--- config.mk ---
export PLATFORM = sky130hd
export DESIGN_NAME = vending_ctrl
export DESIGN_NICKNAME = d
export VERILOG_FILES = /design/src/rtl/vending_ctrl.sv
export SDC_FILE = /design/constraint.sdc
export NUM_CORES = 1
export LEC_CHECK = 0
export CAP_MARGIN = 0
export CORE_UTILIZATION = 50
export CTS_BUF_LIST = sky130_fd_sc_hd__clkbuf_4 sky130_fd_sc_hd__clkbuf_8
export DETAILED_ROUTE_END_ITERATION = 16
export HOLD_SLACK_MARGIN = 0.15
export PLACE_DENSITY = 0.74
export SETUP_SLACK_MARGIN = 0.2
export SLEW_MARGIN = 20
export SYNTH_ARGS = -nofsm -noshare
export SYNTH_HDL_FRONTEND = slang
export SYNTH_SLANG_ARGS = --single-unit
--- constraint.sdc ---
create_clock -name clk_i -period 4.1 [get_ports clk_i]
set_clock_uncertainty 0.2 [all_clocks]
set_input_delay 1.025 -clock clk_i [delete_from_list [all_inputs] [get_ports clk_i]]
set_output_delay 1.025 -clock clk_i [all_outputs]
set_load 0.02 [all_outputs]
--- src/rtl/vending_ctrl.sv ---
// vending_ctrl: command FSM for the vending machine datapath.
// Synchronizes the coin sensor and issues load/clear commands to the total register.
// Raises the dispense pulse once the total reaches the price.
// Pays change as unit-coin pulses with an idle gap between them.
// Optional feature: define VENDING_CTRL_TIMEOUT_EN for an inactivity refund path.
module vending_ctrl #(
    parameter int COIN_UNIT      = 25,
    parameter int PULSE_GAP      = 4,
    parameter int TIMEOUT_CYCLES = 1000
) (
    input  logic       clk_i,
    input  logic       rst_i,
    input  logic       c,
    input  logic       tot_lt_s,
    input  logic [7:0] tot,
    input  logic [7:0] s,
    output logic       tot_ld,
    output logic       tot_clr,
    output logic       d,
    output logic       chg_p,
    output logic       busy
);

    localparam int         GAP_W = $clog2(PULSE_GAP + 1);
    localparam logic [7:0] COIN8 = 8'(COIN_UNIT);

`ifdef VENDING_CTRL_TIMEOUT_EN
    typedef enum logic [2:0] {
        S_INIT, S_WAIT, S_ADD, S_DISP, S_CHANGE, S_REFUND
    } state_e;
`else
    typedef enum logic [2:0] {
        S_INIT, S_WAIT, S_ADD, S_DISP, S_CHANGE
    } state_e;
`endif

    state_e             state_q, state_d;
    logic [2:0]         sync_q, sync_d;       // [1:0] synchronizer, [2] edge-detect history
    logic               coin_ev_q, coin_ev_d;
    logic [7:0]         chg_cnt_q, chg_cnt_d;
    logic [GAP_W-1:0]   gap_q, gap_d;
    logic [7:0]         diff;
`ifdef VENDING_CTRL_TIMEOUT_EN
    logic [15:0]        idle_q, idle_d;
`endif

    // Coin input: two-flop synchronizer, then registered rising-edge pulse.
    always_comb begin
        sync_d    = {sync_q[1:0], c};
        coin_ev_d = sync_q[1] & ~sync_q[2];
    end

    // Next-state and Moore output logic.
    always_comb begin
        // NOTE: every signal gets a default before the case so no path leaves it unassigned (no latches).
        state_d   = state_q;
        chg_cnt_d = chg_cnt_q;
        gap_d     = gap_q;
        tot_ld    = 1'b0;
        tot_clr   = 1'b0;
        d         = 1'b0;
        chg_p     = 1'b0;
        busy      = 1'b0;
        diff      = tot - s;
`ifdef VENDING_CTRL_TIMEOUT_EN
        idle_d    = '0;
`endif
        case (state_q)
            S_INIT: begin
                tot_clr = 1'b1;
                state_d = S_WAIT;
            end
            S_WAIT: begin
                if (coin_ev_q) begin
                    state_d = S_ADD;
                end else if (!tot_lt_s) begin
                    state_d = S_DISP;
`ifdef VENDING_CTRL_TIMEOUT_EN
                end else if (tot != 8'd0) begin
                    if (idle_q == 16'(TIMEOUT_CYCLES - 1)) begin
                        state_d = S_REFUND;
                    end else begin
                        idle_d = idle_q + 16'd1;
                    end
`endif
                end
            end
            S_ADD: begin
                tot_ld  = 1'b1;
                state_d = S_WAIT;
            end
            S_DISP: begin
                d         = 1'b1;
                busy      = 1'b1;
                chg_cnt_d = diff / COIN8;
                gap_d     = '0;
                state_d   = S_CHANGE;
            end
            S_CHANGE: begin
                busy = 1'b1;
                if (gap_q != '0) begin
                    gap_d = gap_q - GAP_W'(1);
                end else if (chg_cnt_q == 8'd0) begin
                    state_d = S_INIT;
                end else begin
                    chg_p     = 1'b1;
                    chg_cnt_d = chg_cnt_q - 8'd1;
                    gap_d     = GAP_W'(PULSE_GAP);
                end
            end
`ifdef VENDING_CTRL_TIMEOUT_EN
            S_REFUND: begin
                busy      = 1'b1;
                chg_cnt_d = tot / COIN8;
                gap_d     = '0;
                state_d   = S_CHANGE;
            end
`endif
            default: state_d = S_INIT;
        endcase
    end

    // State and counter registers; reset aborts any payout in progress.
    always_ff @(posedge clk_i or posedge rst_i) begin
        // NOTE: sequential state uses non-blocking assignments so all flops update together.
        if (rst_i) begin
            state_q   <= S_INIT;
            sync_q    <= '0;
            coin_ev_q <= 1'b0;
            chg_cnt_q <= '0;
            gap_q     <= '0;
`ifdef VENDING_CTRL_TIMEOUT_EN
            idle_q    <= '0;
`endif
        end else begin
            state_q   <= state_d;
            sync_q    <= sync_d;
            coin_ev_q <= coin_ev_d;
            chg_cnt_q <= chg_cnt_d;
            gap_q     <= gap_d;
`ifdef VENDING_CTRL_TIMEOUT_EN
            idle_q    <= idle_d;
`endif
        end
    end

endmodule

======== Word-level counts from Yosys, hierarchy flattened ========
Cells that the tools add are included.
cells by class
  add/subtract/negate cells ............... 3
  $mul .................................... 0
  div/mod/pow operators ................... 1
  magnitude comparators ................... 0
  equal/unequal tests ..................... 9
  shifts and indexed selects .............. 0
  mux-type cells .......................... 18
  bitwise operators ....................... 2
  reductions and logical operators ........ 9
operator list
  kind                                                                number
  3-bit two-way mux                                                   6
  8-bit two-way mux                                                   2
  8-bit case mux with 2 select lines                                  1
  3-bit case mux with 4 select lines                                  1
  8-bit by 5-bit divider with 8-bit output, second input constant     1
  8-bit logical NOT                                                   1
  8-bit by 1-bit subtractor with 8-bit output, second input constant  1
  8-bit subtractor                                                    1
  1-bit two-way mux                                                   7
  3-bit by 2-bit == test with 1-bit output, second input constant     2
  2-bit != test, second input constant                                3
  3-bit != test, second input constant                                2
  3-bit case mux with 2 select lines                                  1
  3-bit AND reduction                                                 2
  2-bit OR reduction                                                  2
  3-bit by 1-bit == test with 1-bit output, second input constant     1
  3-bit == test, second input constant                                1
  3-bit logical NOT                                                   1
  3-bit nonzero test                                                  1
  3-bit by 1-bit subtractor with 3-bit output, second input constant  1
  2-bit AND reduction                                                 1
  2-bit nonzero test                                                  1
  1-bit AND                                                           1
  1-bit NOT                                                           1
word-level totals
  register bits ........................... 18
  bits in latches ......................... 0
  RAM bits ................................ 0
  bits in read-only memories .............. 0
  output and inout port bits .............. 5
  word-level logic and storage cells ...... 47
  memories ................................ 0

======== Depth between registers and ports, before layout ========
  depth in word-level cells ............... 4
  mapped depth ............................ 24
  depth with buffers taken out ............ 22

======== Worst setup path after synthesis ========
No wires, ideal clock.
  path type ............................... input-to-reg
  start ................................... input tot[0]
  end ..................................... register chg_cnt_q[0]
  setup time .............................. 0.087 ns
  arrival ................................. 5.182 ns
  required time ........................... 3.813 ns
  path slack .............................. -1.369 ns
  stages .................................. 24
  path buffers ............................ 2
  cell sequence ........................... inv_1 -> ha_1 -> inv_1 -> fa_1 -> a211oi_4 -> nor4b_1 -> or3b_1 -> buf_2 -> and3_4 -> buf_6 -> a21o_1 -> o22ai_2 -> inv_1 -> ha_1 -> inv_1 -> o2111ai_1 -> nor4b_1 -> a311oi_1 -> nor3_1 -> o32ai_2 -> a21boi_4 -> mux2i_1 -> o221a_1 -> a211oi_2
on the way
  word-level cells in the longest chain between the ends .. 3
ends and longest elaborated chain
  item                                      RTL line  source
  start: declaration                        15        input logic [7:0] tot,
  8-bit subtractor                          64        diff = tot - s;
  8-bit by 5-bit divider with 8-bit output  95        chg_cnt_d = diff / COIN8;
  8-bit case mux with 2 select lines        68        case (state_q)
  end signal: assignment                    139       chg_cnt_q <= chg_cnt_d;
  end: declaration                          40        logic [7:0] chg_cnt_q, chg_cnt_d;
Every way passes these cells.
A chain may end at the register's enable or synchronous reset.

======== Worst setup path after layout ========
Ends and elaborated chain as after synthesis.

==> impl_metrics.yaml <==
worst_setup_path:
  worstPathRequired_ps: 4120
  ff2ff_setup_slack_ps: 1300
  path_class: "in2reg"
  critPathMaxFanout: 4
  arrival_ps: 5140
  crit_path_end_kind: "register"
  critPathLaunchType: "input pin"
power:
  p_sw_share_pct: 43.80
  vdd_drop_max_uv: 257.0
  p_leak_nw: 1.304
  pwr-share-comb_pct: 70.2
  p_switching_mw: 0.5955
  total_power_mw: 1.360
  power_density_mw_per_mm2: 463.4
  pwr-share-seq_pct: 21.4
  p_int_mw: 0.7642
  pwr-share-clk_pct: 8.4
clocking:
  cts-root-buf: "clkbuf_4"
  cts_made_buffers: 3
  cts.sink_count: 18
  clock_latency_ps: 310
  hold_buffers: 0
  cts_tree: "yes"
  cts_htree_levels: 1
  clk_pin_slew_worst_paths_ps: 100
  clockBufferDepth: 2
global_routing:
  antenna_found_initial: 0
  grt_pass1_vias: 1994
  grt_pass1_wl_um: 9018
  overflow: 0
  grt_start_max_net_pins: 19
  track_usage_pct: 32.28
sta:
  final_max_slew_viol_count: 0
  fin_crit_sh_pct: 125.0
  max_freq_mhz: 195.1
  max_slew_margin_pct: 53.56
  finalWorstSetupSlack_ps: -1026
  finalHoldViolations: 0
  setup_viol: 2
  hold_ws_ps: 199.5
  worst_pin_slew_ps: 695.8
  rsz0062_at_grt: "true"
  period_needed_ps: 5126
logic_synthesis:
  synth_seq_cells: 18
  synth-seq-area-share_pct: 25.03
  synth-compound-area-share_pct: 27.26
  ys_async_sr_fraction_pct: 100.0
  synth_area_mm2: 0.001799
  synth-main-ff-cell: "dfrtp_1"
  synthMuxAreaShare_pct: 2.364
  synthesis.instances: 217
  ys_types: 64
  synth_nets: 250
  synthSimpleGateAreaFrac_pct: 24.06
  synth_edf_count: 0
  synth-adder-area-share_pct: 9.458
  synth-warning-count: 0
  synth_area_per_cell_um2: 8.291
  synthXorXnorAreaFrac_pct: 6.328
  synth_top_family_by_area: "compound AO/OA/AOI/OAI gates"
finish:
  diodes: 0
  final_util_pct: 86.56
  multi_input_area_mm2: 0.001490
  drive_above_1_share_pct: 43.17
  fillCellCount: 159
  syn_to_final_growth_pct: 63.07
  final_net_count: 349
  seq_area_um2: 450.4
floorplan:
  start_util_pct: 53.08
  die_width_um: 61.99
  placementRows: 21
  die-height_um: 61.99
  core_area_mm2: 0.003390
  io_pins: 25
  dieArea_mm2: 0.003842
status:
  status: "complete, but fails checks"
  failed_checks: "negative setup slack"
detailed_routing:
  wl_per_cell_um: 18.89
  first_pass_iters: 5
  wl_um: 6821
  ant_nets: 0
  vias: 2241
  drtIter0Drc: 206
  via_per_inst: 6.208
  drc_errors: 0
hold_path:
  hold_path_class: "reg2reg"
place:
  dp_slack_ps: -1566
  port_buffers: 24
  place_hpwl_um: 3802
  globalplace.congestion: 0.9542
run:
  max_cap_viol_count: 0
cells by family (layout without fill, tap and decap cells):
family / Yosys count / in the layout
AO/OA/AOI/OAI: 63 / 63
XOR/XNOR: 13 / 13
adder cells (fa/ha/maj): 13 / 13
buffers and inverters: 23 / 121
flip-flops: 18 / 18
multiplexers: 4 / 4
AND/OR/NAND/NOR: 83 / 83
sequential cells by signal, summed over array words and instances (netlist names):
name	cells
state_q	3
sync_q	3
chg_cnt_q	8
gap_q	3
coin_ev_q	1
metal layers:
metal / global-route usage (%) / part of all wire (%) / routed length, um / vias up
li1: - / - / - / 999
met1: 40.05 / 40 / 2741 / 1069
met2: 55.78 / 49 / 3333 / 138
met3: 3.934 / 6.8 / 461 / 35
met4: 14.29 / 4.1 / 283 / 0
met5: 0 / 0 / 0 / -
metrics by stage:
step	std cells	cell area [um2]	setup TNS [ps]
after floorplan	217	1841	-2073
after global placement	338	2525	-2870
after detailed placement	338	2525	-3155
after CTS	352	2773	-1144
after global routing	361	2934	-1992
final	361	2934	-1905
final cells by class:
| type | instances | area share, % |
|---|---|---|
| Timing Repair Buffer | 100 | 28.06 |
| Clock buffer | 4 | 1.237 |
| Multi-Input combinational cell | 176 | 50.79 |
| Tap cell | 46 | 1.962 |
| Inverter | 17 | 2.601 |
| Sequential cell | 18 | 15.35 |
worst max-delay path, stage by stage:
cell	delay (ps)
buf_8	110
inv_12	40
ha_4	110
inv_2	30
fa_2	380
a211oi_4	280
nor4b_2	80
or3b_4	440
and3_4	190
a21o_1	180
o22ai_2	210
inv_2	80
ha_4	170
inv_2	70
o2111ai_2	110
nor4b_2	310
a311oi_1	90
nor3_2	220
o32ai_2	140
a21boi_4	230
mux2i_1	110
o221a_1	280
a211oi_2	230
Yosys cell counts, drive strengths merged (4+ instances only):
master | number | area [um2]
xor2 | 6 | 52.55
a21o | 4 | 30.03
nor4 | 5 | 31.28
nor4b | 4 | 35.03
o21ai | 14 | 70.07
inv | 16 | 60.06
o21a | 4 | 30.03
a211oi | 4 | 47.54
nor3 | 7 | 35.03
nand2 | 17 | 63.81
and2 | 4 | 27.53
a21oi | 9 | 48.80
nor2 | 24 | 90.09
ha | 12 | 150.1
dfrtp | 18 | 450.4
xnor2 | 7 | 61.31
cells in the final DEF, fill, tap and decap left out, types with 3 or more instances in the layout:
cell type and count:
xor2_1 6, dfrtp_1 18, inv_1 6, nand3b_1 3, dlygate4sd2_1 3, nor3_1 5
o21a_1 4, o21ai_2 3, inv_2 9, buf_6 3, a21o_1 3, o21ai_0 8
clkbuf_4 3, a21oi_1 7, ha_1 5, xnor2_1 7, and2_1 3, clkdlybuf4s50_1 16
ha_4 7, nor4_1 5, nor2_1 23, nand2_1 15, buf_4 73
what timing repair did:
action                                 4_1_cts  5_1_grt
setup endpoints to repair                    3        2
gates resized for setup                     48       20
endpoints found under the hold margin        0        0
pin swaps                                   22       17
setup buffers                               10        9
worst paths after layout:
path / cells after the start / from / endpoint
hold / removal: 0 / sync_q[0]$_DFF_PP0_ / sync_q[1]$_DFF_PP0_
max in group asynchronous: 2 / rst_i / gap_q[2]$_DFFE_PP0P_
hold reg to reg: 0 / sync_q[0]$_DFF_PP0_ / sync_q[1]$_DFF_PP0_
setup / recovery: 23 / tot[0] / chg_cnt_q[0]$_DFFE_PP0P_
min in group asynchronous: 2 / rst_i / state_q[1]$_DFFE_PP0P_
setup reg to reg: 9 / state_q[1]$_DFFE_PP0P_ / chg_cnt_q[5]$_DFFE_PP0P_
power groups by stage:
stage / registers, mW / clock network, mW / logic, mW
after global placement: 0.284 / 0 / 0.735
after global routing: 0.296 / 0.120 / 1.02
after detailed placement: 0.287 / 0 / 0.751
after floorplan: 0.274 / 0 / 0.457
final: 0.290 / 0.114 / 0.955
after CTS: 0.284 / 0.112 / 0.820
Power figures use the tool's default switching activity.
